[src/rtl/uart_reg_bank.sv]
// UART register bank: control/status register, TX byte buffer drained by a send sequencer,
// and an RX FIFO. Define UART_IRQ_EN to add irq_o and the IRQ_EN / TX_COMPLETE control bits.
module uart_reg_bank #(
  parameter int unsigned DATA_W   = 32,
  parameter int unsigned DEPTH    = 4,
  parameter int unsigned RX_DEPTH = 4,
  localparam int unsigned AW      = (DEPTH > 1) ? $clog2(DEPTH) : 1,
  localparam int unsigned RAW     = $clog2(RX_DEPTH),
  localparam int unsigned CW      = $clog2(RX_DEPTH + 1)
) (
  input  logic              clk_i,
  input  logic              rst_i,
  input  logic              wr_i,
  input  logic [1:0]        reg_sel_i,
  input  logic [AW-1:0]     addr_i,
  input  logic [DATA_W-1:0] entrada_i,
  output logic [DATA_W-1:0] salida_o,
  output logic              tx_start_o,
  output logic [7:0]        tx_data_o,
  input  logic              tx_done_i,
  input  logic              rx_valid_i,
  input  logic [7:0]        rx_data_i
`ifdef UART_IRQ_EN
  ,
  output logic              irq_o
`endif
);

  localparam logic [1:0] SelCtrl = 2'b00;
  localparam logic [1:0] SelTx   = 2'b01;
  localparam logic [1:0] SelRx   = 2'b10;

  typedef enum logic [1:0] {StIdle, StLoad, StWaitDone} tx_state_e;

  tx_state_e      state_q, state_d;
  logic [AW-1:0]  idx_q, idx_d;
  logic           tx_start_q, tx_start_d;
  logic [7:0]     tx_data_q, tx_data_d;
  logic           send_q, send_d;
  logic [7:0]     len_q, len_d;
  logic           rx_ovf_q, rx_ovf_d;
  logic [7:0]     tx_buf_q [DEPTH];
  logic [7:0]     tx_buf_d [DEPTH];
  logic [7:0]     rx_mem_q [RX_DEPTH];
  logic [7:0]     rx_mem_d [RX_DEPTH];
  logic [RAW-1:0] rd_ptr_q, rd_ptr_d;
  logic [RAW-1:0] wr_ptr_q, wr_ptr_d;
  logic [CW-1:0]  rx_cnt_q, rx_cnt_d;

  logic          wr_ctrl, wr_tx;
  logic          busy, addr_ok, len_ok, tx_last;
  logic          rx_full, rx_empty, rx_pop, push_ok, overflow;
  logic          send_clr, tx_fin;
  logic [AW-1:0] idx_nxt;
  logic          irq_en_rd, tx_cmpl_rd;
  logic [23:0]   ctrl_rd;

  assign wr_ctrl  = wr_i && (reg_sel_i == SelCtrl);
  assign wr_tx    = wr_i && (reg_sel_i == SelTx);
  assign busy     = (state_q != StIdle);
  assign addr_ok  = 32'(addr_i) < DEPTH;
  assign len_ok   = (len_q != 8'd0) && (32'(len_q) <= DEPTH);
  assign idx_nxt  = idx_q + AW'(1);
  assign tx_last  = (32'(idx_q) + 32'd1) == 32'(len_q);

  assign rx_full  = 32'(rx_cnt_q) == RX_DEPTH;
  assign rx_empty = (rx_cnt_q == '0);
  assign rx_pop   = wr_i && (reg_sel_i == SelRx) && !rx_empty;
  // A simultaneous pop frees the slot, so a push into a full FIFO still lands.
  assign push_ok  = rx_valid_i && (!rx_full || rx_pop);
  assign overflow = rx_valid_i && rx_full && !rx_pop;

  // Send sequencer next state. tx_start/tx_data are loaded on entry to StLoad so the
  // registered pulse coincides with the StLoad cycle.
  always_comb begin
    state_d    = state_q;
    idx_d      = idx_q;
    tx_start_d = 1'b0;
    tx_data_d  = tx_data_q;
    send_clr   = 1'b0;
    tx_fin     = 1'b0;
    case (state_q)
      StIdle: begin
        if (send_q) begin
          if (len_ok) begin
            idx_d      = '0;
            state_d    = StLoad;
            tx_start_d = 1'b1;
            tx_data_d  = tx_buf_q[0];
          end else begin
            send_clr = 1'b1;
          end
        end
      end
      StLoad: state_d = StWaitDone;
      StWaitDone: begin
        if (tx_done_i) begin
          if (tx_last) begin
            send_clr = 1'b1;
            tx_fin   = 1'b1;
            state_d  = StIdle;
          end else begin
            idx_d      = idx_nxt;
            state_d    = StLoad;
            tx_start_d = 1'b1;
            tx_data_d  = tx_buf_q[idx_nxt];
          end
        end
      end
      default: state_d = StIdle;
    endcase
  end

  always_comb begin
    send_d   = send_q & ~send_clr;
    len_d    = len_q;
    rx_ovf_d = rx_ovf_q;
    if (wr_ctrl && !busy) begin
      send_d = entrada_i[0];
      len_d  = entrada_i[15:8];
    end
    if (wr_ctrl && entrada_i[3]) begin
      rx_ovf_d = 1'b0;
    end
    if (overflow) begin
      rx_ovf_d = 1'b1;
    end
  end

  always_comb begin
    tx_buf_d = tx_buf_q;
    if (wr_tx && !busy && addr_ok) begin
      tx_buf_d[addr_i] = entrada_i[7:0];
    end
  end

  always_comb begin
    rx_mem_d = rx_mem_q;
    rd_ptr_d = rd_ptr_q;
    wr_ptr_d = wr_ptr_q;
    rx_cnt_d = rx_cnt_q;
    if (push_ok) begin
      rx_mem_d[wr_ptr_q] = rx_data_i;
      wr_ptr_d           = wr_ptr_q + RAW'(1);
    end
    if (rx_pop) begin
      rd_ptr_d = rd_ptr_q + RAW'(1);
    end
    if (push_ok && !rx_pop) begin
      rx_cnt_d = rx_cnt_q + CW'(1);
    end else if (!push_ok && rx_pop) begin
      rx_cnt_d = rx_cnt_q - CW'(1);
    end
  end

  always_ff @(posedge clk_i) begin
    if (rst_i) begin
      state_q    <= StIdle;
      idx_q      <= '0;
      tx_start_q <= 1'b0;
      tx_data_q  <= 8'h00;
      send_q     <= 1'b0;
      len_q      <= 8'h00;
      rx_ovf_q   <= 1'b0;
      tx_buf_q   <= '{default: '0};
      rx_mem_q   <= '{default: '0};
      rd_ptr_q   <= '0;
      wr_ptr_q   <= '0;
      rx_cnt_q   <= '0;
    end else begin
      state_q    <= state_d;
      idx_q      <= idx_d;
      tx_start_q <= tx_start_d;
      tx_data_q  <= tx_data_d;
      send_q     <= send_d;
      len_q      <= len_d;
      rx_ovf_q   <= rx_ovf_d;
      tx_buf_q   <= tx_buf_d;
      rx_mem_q   <= rx_mem_d;
      rd_ptr_q   <= rd_ptr_d;
      wr_ptr_q   <= wr_ptr_d;
      rx_cnt_q   <= rx_cnt_d;
    end
  end

`ifdef UART_IRQ_EN
  logic irq_en_q, irq_en_d;
  logic tx_cmpl_q, tx_cmpl_d;
  logic irq_q, irq_d;

  // IRQ_EN stays writable while busy; a completion in the same cycle as its W1C wins.
  always_comb begin
    irq_en_d  = irq_en_q;
    tx_cmpl_d = tx_cmpl_q;
    if (wr_ctrl) begin
      irq_en_d = entrada_i[4];
      if (entrada_i[5]) begin
        tx_cmpl_d = 1'b0;
      end
    end
    if (tx_fin) begin
      tx_cmpl_d = 1'b1;
    end
    irq_d = irq_en_q & (~rx_empty | rx_ovf_q | tx_cmpl_q);
  end

  always_ff @(posedge clk_i) begin
    if (rst_i) begin
      irq_en_q  <= 1'b0;
      tx_cmpl_q <= 1'b0;
      irq_q     <= 1'b0;
    end else begin
      irq_en_q  <= irq_en_d;
      tx_cmpl_q <= tx_cmpl_d;
      irq_q     <= irq_d;
    end
  end

  assign irq_o      = irq_q;
  assign irq_en_rd  = irq_en_q;
  assign tx_cmpl_rd = tx_cmpl_q;
`else
  logic unused_tx_fin;
  assign unused_tx_fin = tx_fin;
  assign irq_en_rd     = 1'b0;
  assign tx_cmpl_rd    = 1'b0;
`endif

  assign ctrl_rd = {8'(rx_cnt_q), len_q, 2'b00, tx_cmpl_rd, irq_en_rd,
                    rx_ovf_q, ~rx_empty, busy, send_q};

  always_comb begin
    salida_o = '0;
    case (reg_sel_i)
      SelCtrl: salida_o = DATA_W'(ctrl_rd);
      SelTx:   if (addr_ok) salida_o = DATA_W'(tx_buf_q[addr_i]);
      SelRx:   if (!rx_empty) salida_o = DATA_W'(rx_mem_q[rd_ptr_q]);
      default: salida_o = '0;
    endcase
  end

  assign tx_start_o = tx_start_q;
  assign tx_data_o  = tx_data_q;

  logic unused_entrada;
  assign unused_entrada = ^entrada_i[DATA_W-1:16];

endmodule

[config.mk]
export PLATFORM = sky130hd
export DESIGN_NAME = uart_reg_bank
export DESIGN_NICKNAME = d
export VERILOG_FILES = /design/src/rtl/uart_reg_bank.sv
export SDC_FILE = /design/constraint.sdc
export NUM_CORES = 1
export LEC_CHECK = 0
export CAP_MARGIN = 20
export CELL_PAD_IN_SITES_DETAIL_PLACEMENT = 1
export CELL_PAD_IN_SITES_GLOBAL_PLACEMENT = 1
export CORE_AREA = 3 3 112 114
export DETAILED_ROUTE_END_ITERATION = 10
export DIE_AREA = 0 0 115 117
export PLACE_DENSITY_LB_ADDON = 0.1
export SYNTH_ARGS = -nofsm -noshare
export SYNTH_HDL_FRONTEND = slang
export SYNTH_SLANG_ARGS = --single-unit
export TNS_END_PERCENT = 5
[constraint.sdc]
create_clock -name clk_i -period 3.3 [get_ports clk_i]
set_input_delay 0.66 -clock clk_i [delete_from_list [all_inputs] [get_ports clk_i]]
set_output_delay 0.66 -clock clk_i [all_outputs]
set_load 0.02 [all_outputs]
# Word-level counts from Yosys, hierarchy flattened
# Index checks and enable logic that the tools add are counted.
dict set report totals {
  reg_bits 94
  in_bits 49
  word_cells 126
}
dict set report classes {
  n_addsub 6
  order_cmp 7
  n_eq_ne 10
  n_mux 47
  bitwise_logic 7
  n_reduce_logical 31
}
# operator n
set op_table {}
lappend op_table {{$mux W8} 13}
lappend op_table {{$bwmux W32} 2}
lappend op_table {{$pmux W19 S3} 1}
lappend op_table {{$bmux W8 S2} 3}
lappend op_table {{$demux W8 S2} 2}
lappend op_table {{$pmux W8 S2} 1}
lappend op_table {{$logic_and A1 B1 Y1} 15}
lappend op_table {{$mux W2} 7}
lappend op_table {{$ge A3 B3 Y1 const B} 4}
lappend op_table {{$mux W1} 12}
lappend op_table {{$not A2 Y3} 4}
lappend op_table {{$eq A3 B8 Y1} 1}
lappend op_table {{$le A8 B3 Y1 const B} 1}
lappend op_table {{$ne A2 B2 Y1 const B} 4}
lappend op_table {{$reduce_bool A2 Y1} 4}
lappend op_table {{$reduce_bool A8 Y1} 1}
lappend op_table {{$add A2 B1 Y2 const B} 3}
lappend op_table {{$lt A3 B1 Y1 const B} 2}
lappend op_table {{$mux W3} 2}
lappend op_table {{$pmux W2 S3} 1}
lappend op_table {{$logic_not A1 Y1} 5}
lappend op_table {{$reduce_and A5 Y1} 1}
lappend op_table {{$eq A2 B1 Y1 const B} 2}
lappend op_table {{$eq A2 B2 Y1 const B} 2}
lappend op_table {{other kinds (12)} 15}

# Longest topological paths before layout
# Gate-level depths: netlist (run 1).
dict set report logic_depth {
  depth_word 9
  ltp_mapped 10
  ltp_nobuf 9
}

# Worst setup path after synthesis (run 1)
# No wires, ideal clock.
dict set report synth_path {
  kind {input -> register}
  startpoint {input port rx_valid_i}
  endpoint {register rx_cnt_q[2]}
  setup_ns 0.071
  arrival_time_ns 2.447
  t_required_ns 3.229
  slack_ns 0.783
  stages 9
  path_buffers 1
  cell_sequence {buf_1 o21ai_2 inv_1 ha_1 inv_1 fa_1 xor2_1 or3_1 a21oi_1}
}
dict set report synth_between {
  elab_chain_len 4
  elab_cells_between_ends 6
  classes_between {mux: 1; reduce/logical: 5}
}
# element line
set synth_rtl {}
lappend synth_rtl {{start, declared} 21} ;# input logic rx_valid_i,
lappend synth_rtl {{$logic_and A1 B1 Y1 (*)} 70} ;# assign push_ok = rx_valid_i && (!rx_full || rx_pop);
lappend synth_rtl {{named net push_ok} 52} ;# logic rx_full, rx_empty, rx_pop, push_ok, overflow;
lappend synth_rtl {{$logic_not A1 Y1} 151} ;# end else if (!push_ok && rx_pop) begin
lappend synth_rtl {{$logic_and A1 B1 Y1} 151}
lappend synth_rtl {{$reduce_bool A2 Y1 (no line)} n/a}
lappend synth_rtl {{end signal, assigned} 182} ;# rx_cnt_q <= rx_cnt_d;
lappend synth_rtl {{end, declared} 48} ;# logic [CW-1:0] rx_cnt_q, rx_cnt_d;
# Mark *: on every way through the listed nets, which the timed path passes. The rest lies on a longest branch.
# A chain may end at the register's enable or synchronous reset.

# Worst setup path after layout (run 1)
dict set report layout_path {
  startpoint {input port addr_i[0]}
  endpoint {output port salida_o[7]}
}
dict set report layout_between {
  elab_chain_len 5
}
# element line
set layout_rtl {}
lappend layout_rtl {{start, declared} 15} ;# input logic [AW-1:0] addr_i,
lappend layout_rtl {{$not A2 Y3 (implied by the code)} 236} ;# SelTx: if (addr_ok) salida_o = DATA_W'(tx_buf_q[addr_i]);
lappend layout_rtl {{$bmux W8 S2} 236}
lappend layout_rtl {{$mux W8 (implied by the code) (2 in series)} 236}
lappend layout_rtl {{$pmux W19 S3} 234} ;# case (reg_sel_i)
lappend layout_rtl {{end, declared} 17} ;# output logic [DATA_W-1:0] salida_o,
# Every way passes these cells. The select of a mux whose other input is x is not followed.

==> results of run 1 <==
==> kinds of logic after synthesis <==
logic type               count (synthesis)
AND/OR/NAND/NOR                        155
multiplexers                           102
flip-flops                              94
buffers and inverters                   53
AO/OA/AOI/OAI                           47
XOR/XNOR                                 8
adder cells (fa/ha/maj)                  7
other                                    1
==> critical path: stages <==
cell,delay [ns]
clkdlybuf4s50_1,0.46
buf_4,0.16
buf_4,0.17
mux4_2,0.53
a32o_1,0.24
dlygate4sd2_1,0.32
==> what timing repair did <==
| item | CTS | global route |
|---|---|---|
| endpoints found under the setup margin | 8 | 1 |
| setup buffers | 0 | 0 |
| resized for setup | 8 | 1 |
==> through the flow <==
| step | util, % | std cells | TNS [ns] | instance area [um^2] | hold slack, ns |
|---|---|---|---|---|---|
| 6_report | 49.4 | 675 | 0 | 5690 | 0.465 |
| 5_1_grt | 49.4 | 675 | 0 | 5690 | 0.496 |
| 4_1_cts | 49.4 | 675 | 0 | 5690 | 0.471 |
| 3_5_place_dp | 46.9 | 660 | -0.682 | 5410 | 0.461 |
| 3_3_place_gp | 46.9 | 660 | -0.703 | 5410 | 0.447 |
| 2_1_floorplan | - | 479 | 0 | 4700 | 0.442 |
==> cell usage after synthesis, types with 4 or more instances <==
cell type  number  area share [%]
o211ai_4        4             1.8
xnor2_1         5            0.94
mux4_2         16             7.7
a21oi_1        12             1.3
o211ai_1        8             1.3
nand3_1         9            0.97
buf_4          14             2.3
mux2i_1        86              18
ha_1            6             1.6
nor2_1         78             6.3
nor3_1          4            0.43
clkbuf_1       18             1.5
dfxtp_1        94              40
buf_2           9            0.97
a2bb2oi_1       8             1.5
and2_1         11             1.5
o21ai_0         6            0.64
nand2_1        31             2.5
inv_1           9            0.73
a32o_1          4            0.86
==> area by class of cell <==
cell class                      count  area (um^2)
Clock inverter                      3         45.0
Fill cell                        1298         5830
Timing Repair Buffer               82          752
Tap cell                          143          179
Inverter                            9         33.8
Multi-Input combinational cell    332         2550
Clock buffer                       12          246
Sequential cell                    94         1880
==> worst paths after layout <==
check / startpoint / to / slack [ns] / depth (start not counted)
min reg2reg: tx_data_o[7] / tx_data_o[7] / 0.47 / 2
max reg2reg: rx_cnt_q[0] / rx_cnt_q[2] / 0.92 / 9
max: addr_i[0] / salida_o[7] / 0.09 / 6
min: tx_data_o[7] / tx_data_o[7] / 0.47 / 2
==> registers in the layout, indices dropped and copies added, names as in the netlist, 2 cells and up <==
signal,flops
rx_mem_q,32
tx_buf_q,32
len_q,8
tx_data_o,8
rx_cnt_q,3
idx_q,2
rd_ptr_q,2
state_q,2
wr_ptr_q,2
==> report_power, final <==
| part | switching, mW | internal, mW |
|---|---|---|
| combinational | 0.302 | 0.249 |
| sequential | 0.0613 | 1.20 |
| clock | 0.434 | 0.605 |
==> layout by cell type (no fill, tap or decap), types with 3 or more instances in the layout <==
master and n:
xnor2_1 5, a32o_1 4, dlygate4sd2_1 7, nor3_1 4, nor2_1 78, or3_1 3
conb_1 13, clkbuf_16 9, o211ai_1 8, buf_4 22, nand2_1 31, dfxtp_1 94
mux2i_1 86, nand4b_1 3, clkdlybuf4s50_1 51, ha_1 6, a2bb2oi_1 8, xor2_1 3
nand3_1 9, o211ai_4 4, mux4_2 16, a21oi_1 12, o21ai_0 6, and2_1 11
inv_1 9
==> routing by layer <==
metal	wire length (um)	up-vias	part of all wire, %
li1	-	1726	-
met1	5690	1783	46
met2	5780	82	47
met3	566	16	4.6
met4	257	0	2.1
met5	0	-	0
==> flow_metrics.env, run 1 <==
export IMPL_start_kind="input port"
export IMPL_core_mm2=0.0115
export IMPL_yosys_area_share_simple_pct=15.4
export IMPL_remaining_drc_errors=0
export IMPL_synth_ff_type="dfxtp_1"
export IMPL_grt_pass1_vias=3787
export IMPL_tightest_slew_ns=0.904
export IMPL_maxSlewHeadroom_pct=39.7
export IMPL_die_y_um=117
export IMPL_grt_pass1_wl_um=19700
export IMPL_rows=39
export IMPL_cts_tree="yes"
export IMPL_layout_drive_gt1_share_pct=11.5
export IMPL_vias_per_cell=5.34
export IMPL_drtIter0Drc=195
export IMPL_pre_cts_ws_ns=-0.135
export IMPL_required_ns=2.64
export IMPL_io_pins=90
export IMPL_worst_path_max_fanout=6
export IMPL_leakage_nw=2.52
export IMPL_met2_usage_pct=31.8
export IMPL_syn2layout_area_growth_pct=22.1
export IMPL_ys_types=42
export IMPL_synth_edf_count=0
export IMPL_rsz0062_at_grt="no"
export IMPL_clk_latency_ns=0.35
export IMPL_ys_ff_latch=94
export IMPL_syn_avg_cell_area_um2=9.97
export IMPL_met3_usage_pct=2.78
export IMPL_gp_congestion=0.785
export IMPL_synthAdderAreaFrac_pct=2.04
export IMPL_ir_drop_uv=266
export IMPL_root_buffer="clkbuf_16"
export IMPL_syn_area_mm2=0.00466
export IMPL_final_antenna_net_count=0
export IMPL_cts_inserted_buffers=9
export IMPL_muxShareOfSynthArea_pct=26.2
export IMPL_setup_viol=0
export IMPL_synth_top_family_by_area="multiplexers"
export IMPL_maxCapViolCount=0
export IMPL_synth_compound_area_share_pct=8.41
export IMPL_critPathKind="input port to output port"
export IMPL_ys_warn_count=0
export IMPL_min_period_ns=3.21
export IMPL_holdBufCountCts=0
export IMPL_portBuffers=60
export IMPL_fmax_ghz=0.312
export IMPL_avgRoutedWirePerCell_um=18.2
export IMPL_cts_max_path_buffers=2
export IMPL_busiest_layer="met2"
export IMPL_grt_usage_pct=19.2
export IMPL_insertedDiodeCount=0
export IMPL_critPathArrivalTime_ns=2.55
export IMPL_finalCritPeriodShare_pct=97.2
export IMPL_drt_pre_antenna_iters=4
export IMPL_status="complete, no violations"
export IMPL_hp_class="flop to flop"
export IMPL_dieWidth_um=115
export IMPL_slew_viol_final=0
export IMPL_grt_ovfl_total=0
export IMPL_initial_core_util_pct=40.4
export IMPL_synth_xor_area_share_pct=1.50
export IMPL_finalWirelength_um=12300
export IMPL_fin_skew_ns=0.00739
export IMPL_cts_sinks=94
export IMPL_layout_setup_ws_ns=0.0936
export IMPL_synthCells=467
export IMPL_vias=3607
export IMPL_power_mw=2.85
export IMPL_met1_usage_pct=25.0
export IMPL_hold_viol_final=0
export IMPL_antenna_found_initial=0
export IMPL_cp_end_kind="output port"
export IMPL_ys_seq_area_share_pct=40.4
export IMPL_async_flop_share_pct=0
export IMPL_power_density_mw_per_mm2=502
export IMPL_grt_max_degree=85
export IMPL_design_die_area_mm2=0.0135
export IMPL_htreeDepth=3
export IMPL_nets=584
export IMPL_dp_hpwl_um=8710
export IMPL_cts_clk_slew_worst_paths_ns=0.06
Note: power is estimated with default switching activity, not from simulation.
==> inputs of run 2 (changes only) <==
==> constraint.sdc (replaced) <==
create_clock -name clk_i -period 3.32 [get_ports clk_i]
set_input_delay 0.664 -clock clk_i [delete_from_list [all_inputs] [get_ports clk_i]]
set_output_delay 0.664 -clock clk_i [all_outputs]
set_load 0.02 [all_outputs]
==> run 2 against run 1 <==
Clock power is 13% higher. Combinational power about the same. Count of clock-buffer cells in the layout unchanged. Final cell count increased by 0.15%. Non-clock buffer count did not move. Utilization is 0.45 points higher. Register-to-register slack better by 0.05 ns.
==> flow_metrics.env, run 2 (synthesis gave the netlist of run 1 again) <==
export IMPL_status="complete, no violations"
export IMPL_hold_viol_final=0
export IMPL_die_y_um=117
export IMPL_wl_met1_um=5870
export IMPL_portBuffers=60
export IMPL_power_density_mw_per_mm2=521
export IMPL_combPwrFrac_pct=18.5
export IMPL_pre_cts_ws_ns=-0.0880
export IMPL_rows=39
export IMPL_cts_max_path_buffers=2
export IMPL_dp_hpwl_um=8380
export IMPL_start_kind="input port"
export IMPL_hp_class="flop to flop"
export IMPL_fillCellCount=1283
export IMPL_clk_latency_ns=0.35
export IMPL_layout_drive_gt1_share_pct=11.4
export IMPL_grt_usage_pct=18.7
export IMPL_htreeDepth=3
export IMPL_required_ns=2.66
export IMPL_drt_pre_antenna_iters=4
export IMPL_switchingPower_mw=0.807
export IMPL_cts_tree="yes"
export IMPL_slew_viol_final=0
export IMPL_critPathArrivalTime_ns=2.51
export IMPL_grt_pass1_wl_um=19300
export IMPL_drtIter0Drc=170
export IMPL_wl_met3_um=465
export IMPL_grt_ovfl_total=0
export IMPL_maxSlewHeadroom_pct=37.3
export IMPL_antenna_found_initial=0
export IMPL_seqPwrFrac_pct=42.0
export IMPL_fin_skew_ns=0.00550
export IMPL_initial_core_util_pct=40.4
export IMPL_maxCapViolCount=0
export IMPL_core_mm2=0.0115
export IMPL_insertedDiodeCount=0
export IMPL_p_clk_share_pct=39.5
export IMPL_cts_clk_slew_worst_paths_ns=0.07
export IMPL_top_layer="met4"
export IMPL_cts_sinks=94
export IMPL_holdBufCountCts=0
export IMPL_fmax_ghz=0.315
export IMPL_critPathKind="input port to output port"
export IMPL_min_period_ns=3.18
export IMPL_cts_inserted_buffers=9
export IMPL_rsz0062_at_grt="no"
export IMPL_largestRegisters="rx_mem_q (32), tx_buf_q (32)"
export IMPL_avgRoutedWirePerCell_um=18.1
export IMPL_leakage_nw=2.56
export IMPL_crit_path_max_incr_delay_ns=0.51
export IMPL_cp_end_kind="output port"
export IMPL_tightest_slew_ns=0.941
export IMPL_switching_share_pct=27.0
export IMPL_worst_path_max_fanout=4
export IMPL_remaining_drc_errors=0
export IMPL_gp_congestion=0.727
export IMPL_dieWidth_um=115
export IMPL_finalCritPeriodShare_pct=95.7
export IMPL_ir_drop_uv=292
export IMPL_vias_per_cell=5.33
export IMPL_nets=584
export IMPL_cp_cell_sequence="clkdlybuf4s50_1 > buf_4 > buf_12 > mux4_2 > a32o_1 > dlygate4sd2_1"
export IMPL_layout_setup_ws_ns=0.143
export IMPL_crit_path_top_delay_cell="mux4_2"
export IMPL_root_buffer="clkbuf_16"
export IMPL_setup_viol=0
export IMPL_design_die_area_mm2=0.0135
export IMPL_final_antenna_net_count=0
export IMPL_io_pins=90
export IMPL_vias=3604
export IMPL_grt_pass1_vias=3713
export IMPL_grt_max_degree=85
export IMPL_intPower_mw=2.18
export IMPL_fin_hold_ws_ns=0.465
export IMPL_layout_common_cells="dfxtp_1, mux2i_1, nor2_1"
export IMPL_wl_met2_um=5720
export IMPL_syn2layout_area_growth_pct=23.2
export IMPL_final_common_cell="dfxtp_1"
export IMPL_finalWirelength_um=12200
-- run 2: path summary, 6_finish.rpt --
check,cells after the start,slack [ns],start,endpoint
setup / recovery,6,0.14,addr_i[0],salida_o[6]
hold / removal,2,0.47,tx_data_o[7],tx_data_o[7]
setup reg to reg,9,0.97,rx_cnt_q[0],rx_cnt_q[2]
hold reg to reg,2,0.47,tx_data_o[7],tx_data_o[7]
-- run 2: routing by layer --
layer  track usage [%]  up-vias
met5                 0        -
met4              7.51        0
met3              3.14       11
met2              31.0       72
met1              24.4     1788
li1                  -     1733
-- run 2: timing repair --
action	CTS	global route
setup buffers	0	0
endpoints found under the setup margin	8	0
gates resized for setup	8	0
hold endpoints to repair	0	0
-- run 2: area by class of cell --
| type | instances | area [um^2] | share of cell area (%) |
|---|---|---|---|
| Timing Repair Buffer | 82 | 763 | 13.3 |
| Inverter | 9 | 33.8 | 0.589 |
| Multi-Input combinational cell | 332 | 2550 | 44.4 |
| Tap cell | 143 | 179 | 3.12 |
| Sequential cell | 94 | 1880 | 32.8 |
| Clock inverter | 4 | 95.1 | 1.66 |
| Clock buffer | 12 | 236 | 4.12 |
-- run 2: power groups by stage --
stage / Combinational (mW) / Sequential, mW / Clock [mW]
6_report: 0.552 / 1.25 / 1.18
5_1_grt: 0.603 / 1.26 / 1.26
4_1_cts: 0.560 / 1.26 / 1.21
3_5_place_dp: 0.561 / 1.28 / 0
3_3_place_gp: 0.544 / 1.28 / 0
2_1_floorplan: 0.403 / 1.26 / 0
-- run 2: metrics by stage --
stage	utilization (%)	total power, mW	setup TNS [ns]	area (um^2)	cells
2_1_floorplan	-	1.66	0	4700	479
3_3_place_gp	47.0	1.82	-0.504	5420	660
3_5_place_dp	47.0	1.84	-0.519	5420	660
4_1_cts	49.8	3.03	0	5740	676
5_1_grt	49.8	3.12	0	5740	676
6_report	49.8	2.99	0	5740	676
-- run 2: critical path: cells and delay by family --
| family | cells | cell delay (ns) |
|---|---|---|
| buffers and inverters | 4 | 1.10 |
| multiplexers | 1 | 0.51 |
| AO/OA/AOI/OAI | 1 | 0.23 |
==> inputs of run 3 (changes only) <==
--- a/config.mk
+++ b/config.mk
@@ -12,6 +12,7 @@
 export DETAILED_ROUTE_END_ITERATION = 10
 export DIE_AREA = 0 0 115 117
 export PLACE_DENSITY_LB_ADDON = 0.1
+export SKIP_LAST_GASP = 1
 export SYNTH_ARGS = -nofsm -noshare
 export SYNTH_HDL_FRONTEND = slang
 export SYNTH_SLANG_ARGS = --single-unit
==> run 3 against run 2 <==
The flow now finishes with violations (negative setup slack). Global-route usage hardly changed. Maximum frequency decreased by 6.6%. Sequential power hardly changed. Critical path type unchanged. First-iteration DRC count is 1.2% lower. Non-clock buffer count is the same. Cell area increased by 0.20%. Hold slack got worse by 0.00075 ns. Highest routed layer unchanged. Utilization increased by 0.098 points. Setup slack lost 0.22 ns. Register-to-register slack about the same. Sequential share of layout area is 0.064 points lower.
==> flow_metrics.env, run 3 (synthesis gave the netlist of run 1 again) <==
export IMPL_layout_drive_gt1_share_pct=11.4
export IMPL_nets=584
export IMPL_cts_clk_slew_worst_paths_ns=0.07
export IMPL_layout_area_seq_mm2=0.00188
export IMPL_intPower_mw=2.19
export IMPL_cts_setup_buffers=0
export IMPL_cts_sinks=94
export IMPL_required_ns=2.66
export IMPL_core_mm2=0.0115
export IMPL_grt_ovfl_total=0
export IMPL_die_y_um=117
export IMPL_met2_usage_pct=31.0
export IMPL_gp_congestion=0.727
export IMPL_busiest_layer="met2"
export IMPL_cp_top_family="buffers and inverters"
export IMPL_violations="negative setup slack"
export IMPL_hold_viol_final=0
export IMPL_grt_usage_pct=18.7
export IMPL_vias=3596
export IMPL_hp_class="flop to flop"
export IMPL_status="complete, but fails checks"
export IMPL_multi_input_area_mm2=0.00255
export IMPL_critPathArrivalTime_ns=2.74
export IMPL_io_pins=90
export IMPL_maxCapViolCount=0
export IMPL_drt_pre_antenna_iters=4
export IMPL_critPathKind="input port to output port"
export IMPL_vias_per_cell=5.32
export IMPL_worst_path_max_fanout=4
export IMPL_design_die_area_mm2=0.0135
export IMPL_finalCritPeriodShare_pct=102
export IMPL_fin_area_mm2=0.00575
export IMPL_cts_inserted_buffers=9
export IMPL_final_common_cell="dfxtp_1"
export IMPL_htreeDepth=3
export IMPL_insertedDiodeCount=0
export IMPL_ir_drop_uv=292
export IMPL_rows=39
export IMPL_grt_pass1_vias=3715
export IMPL_avgRoutedWirePerCell_um=18.1
export IMPL_layout_common_cells="dfxtp_1, mux2i_1, nor2_1"
export IMPL_pre_cts_ws_ns=-0.0880
export IMPL_initial_core_util_pct=40.4
export IMPL_cp_end_kind="output port"
export IMPL_crit_path_top_delay_cell="clkdlybuf4s50_1"
export IMPL_drtIter0Drc=168
export IMPL_finalWirelength_um=12200
export IMPL_cp_cell_sequence="clkdlybuf4s50_1 > buf_4 > buf_12 > mux4_2 > a32o_1 > clkdlybuf4s50_1"
export IMPL_fin_tns_setup_ns=-0.362
export IMPL_antenna_found_initial=0
export IMPL_critical_path_buf_inv_count=4
export IMPL_fin_skew_ns=0.00524
export IMPL_dp_hpwl_um=8380
export IMPL_remaining_drc_errors=0
export IMPL_path_common_cell="clkdlybuf4s50_1"
export IMPL_layout_setup_ws_ns=-0.0819
export IMPL_grt_max_degree=85
export IMPL_min_period_ns=3.40
export IMPL_grt_pass1_wl_um=19300
export IMPL_seqPwrFrac_pct=41.9
export IMPL_clk_latency_ns=0.35
export IMPL_combPwrFrac_pct=18.6
export IMPL_fillCellCount=1281
export IMPL_fmax_ghz=0.294
export IMPL_leakage_nw=2.54
export IMPL_maxSlewHeadroom_pct=36.6
export IMPL_tightest_slew_ns=0.951
export IMPL_rsz0062_at_grt="yes"
export IMPL_cts_max_path_buffers=2
export IMPL_start_kind="input port"
export IMPL_p_clk_share_pct=39.5
export IMPL_met3_usage_pct=3.19
export IMPL_power_density_mw_per_mm2=521
export IMPL_final_antenna_net_count=0
export IMPL_largestRegisters="rx_mem_q (32), tx_buf_q (32)"
export IMPL_slew_viol_final=0
export IMPL_switchingPower_mw=0.807
export IMPL_syn2layout_area_growth_pct=23.4
export IMPL_holdBufCountCts=0
export IMPL_root_buffer="clkbuf_16"
export IMPL_detailed_place_area_mm2=0.00542
export IMPL_cts_tree="yes"
export IMPL_crit_path_max_incr_delay_ns=0.55
export IMPL_met1_usage_pct=24.4
export IMPL_switching_share_pct=26.9
export IMPL_dieWidth_um=115
export IMPL_portBuffers=60
export IMPL_setup_viol=6
[run 3: what timing repair did]
action / 4_1_cts / 5_1_grt
cloned: 0 / 0
gates resized for setup: 1 / 1
endpoints found under the setup margin: 8 / 7
[run 3: area by class of cell]
cell class                      count  area share [%]
Sequential cell                    94            32.7
Inverter                            9           0.587
Multi-Input combinational cell    332            44.3
Clock buffer                       12            4.11
Tap cell                          143            3.11
Clock inverter                      4            1.65
Timing Repair Buffer               82            13.5
[run 3: worst register-to-register path, cell delays in order, from the launching register on]
cell and delay, ns:
dfxtp_1 0.44, or3b_1 0.44, o21ai_2 0.10, inv_1 0.07, ha_1 0.17, inv_1 0.06
fa_1 0.37, xor2_1 0.18, or3_1 0.31, a21oi_1 0.14
[run 3: power groups by stage]
stage | sequential (mW) | combinational, mW | clock [mW]
global route | 1.26 | 0.610 | 1.26
detailed placement | 1.28 | 0.561 | 0
global placement | 1.28 | 0.544 | 0
CTS | 1.26 | 0.566 | 1.21
finish | 1.25 | 0.558 | 1.18
floorplan | 1.26 | 0.403 | 0
[run 3: path summary, 6_finish.rpt]
check	start	to	depth (start not counted)	slack [ns]
worst min register to register	tx_data_o[7]	tx_data_o[7]	2	0.46
worst max-delay path	addr_i[0]	salida_o[7]	6	-0.08
worst min-delay path	tx_data_o[7]	tx_data_o[7]	2	0.46
worst max register to register	rx_cnt_q[0]	rx_cnt_q[2]	9	0.97
[run 3: metal layers]
metal	vias to the layer above	wire length, um
met4	0	189
met2	76	5750
li1	1731	-
met5	-	0
met3	11	538
met1	1778	5770
[run 3: stage by stage]
step | hold slack, ns | cells | utilization [%] | power (mW)
after floorplan | 0.442 | 479 | - | 1.66
after global placement | 0.448 | 660 | 47.0 | 1.82
after detailed placement | 0.457 | 660 | 47.0 | 1.84
after CTS | 0.470 | 676 | 49.9 | 3.04
after global routing | 0.489 | 676 | 49.9 | 3.13
final | 0.465 | 676 | 49.9 | 2.99
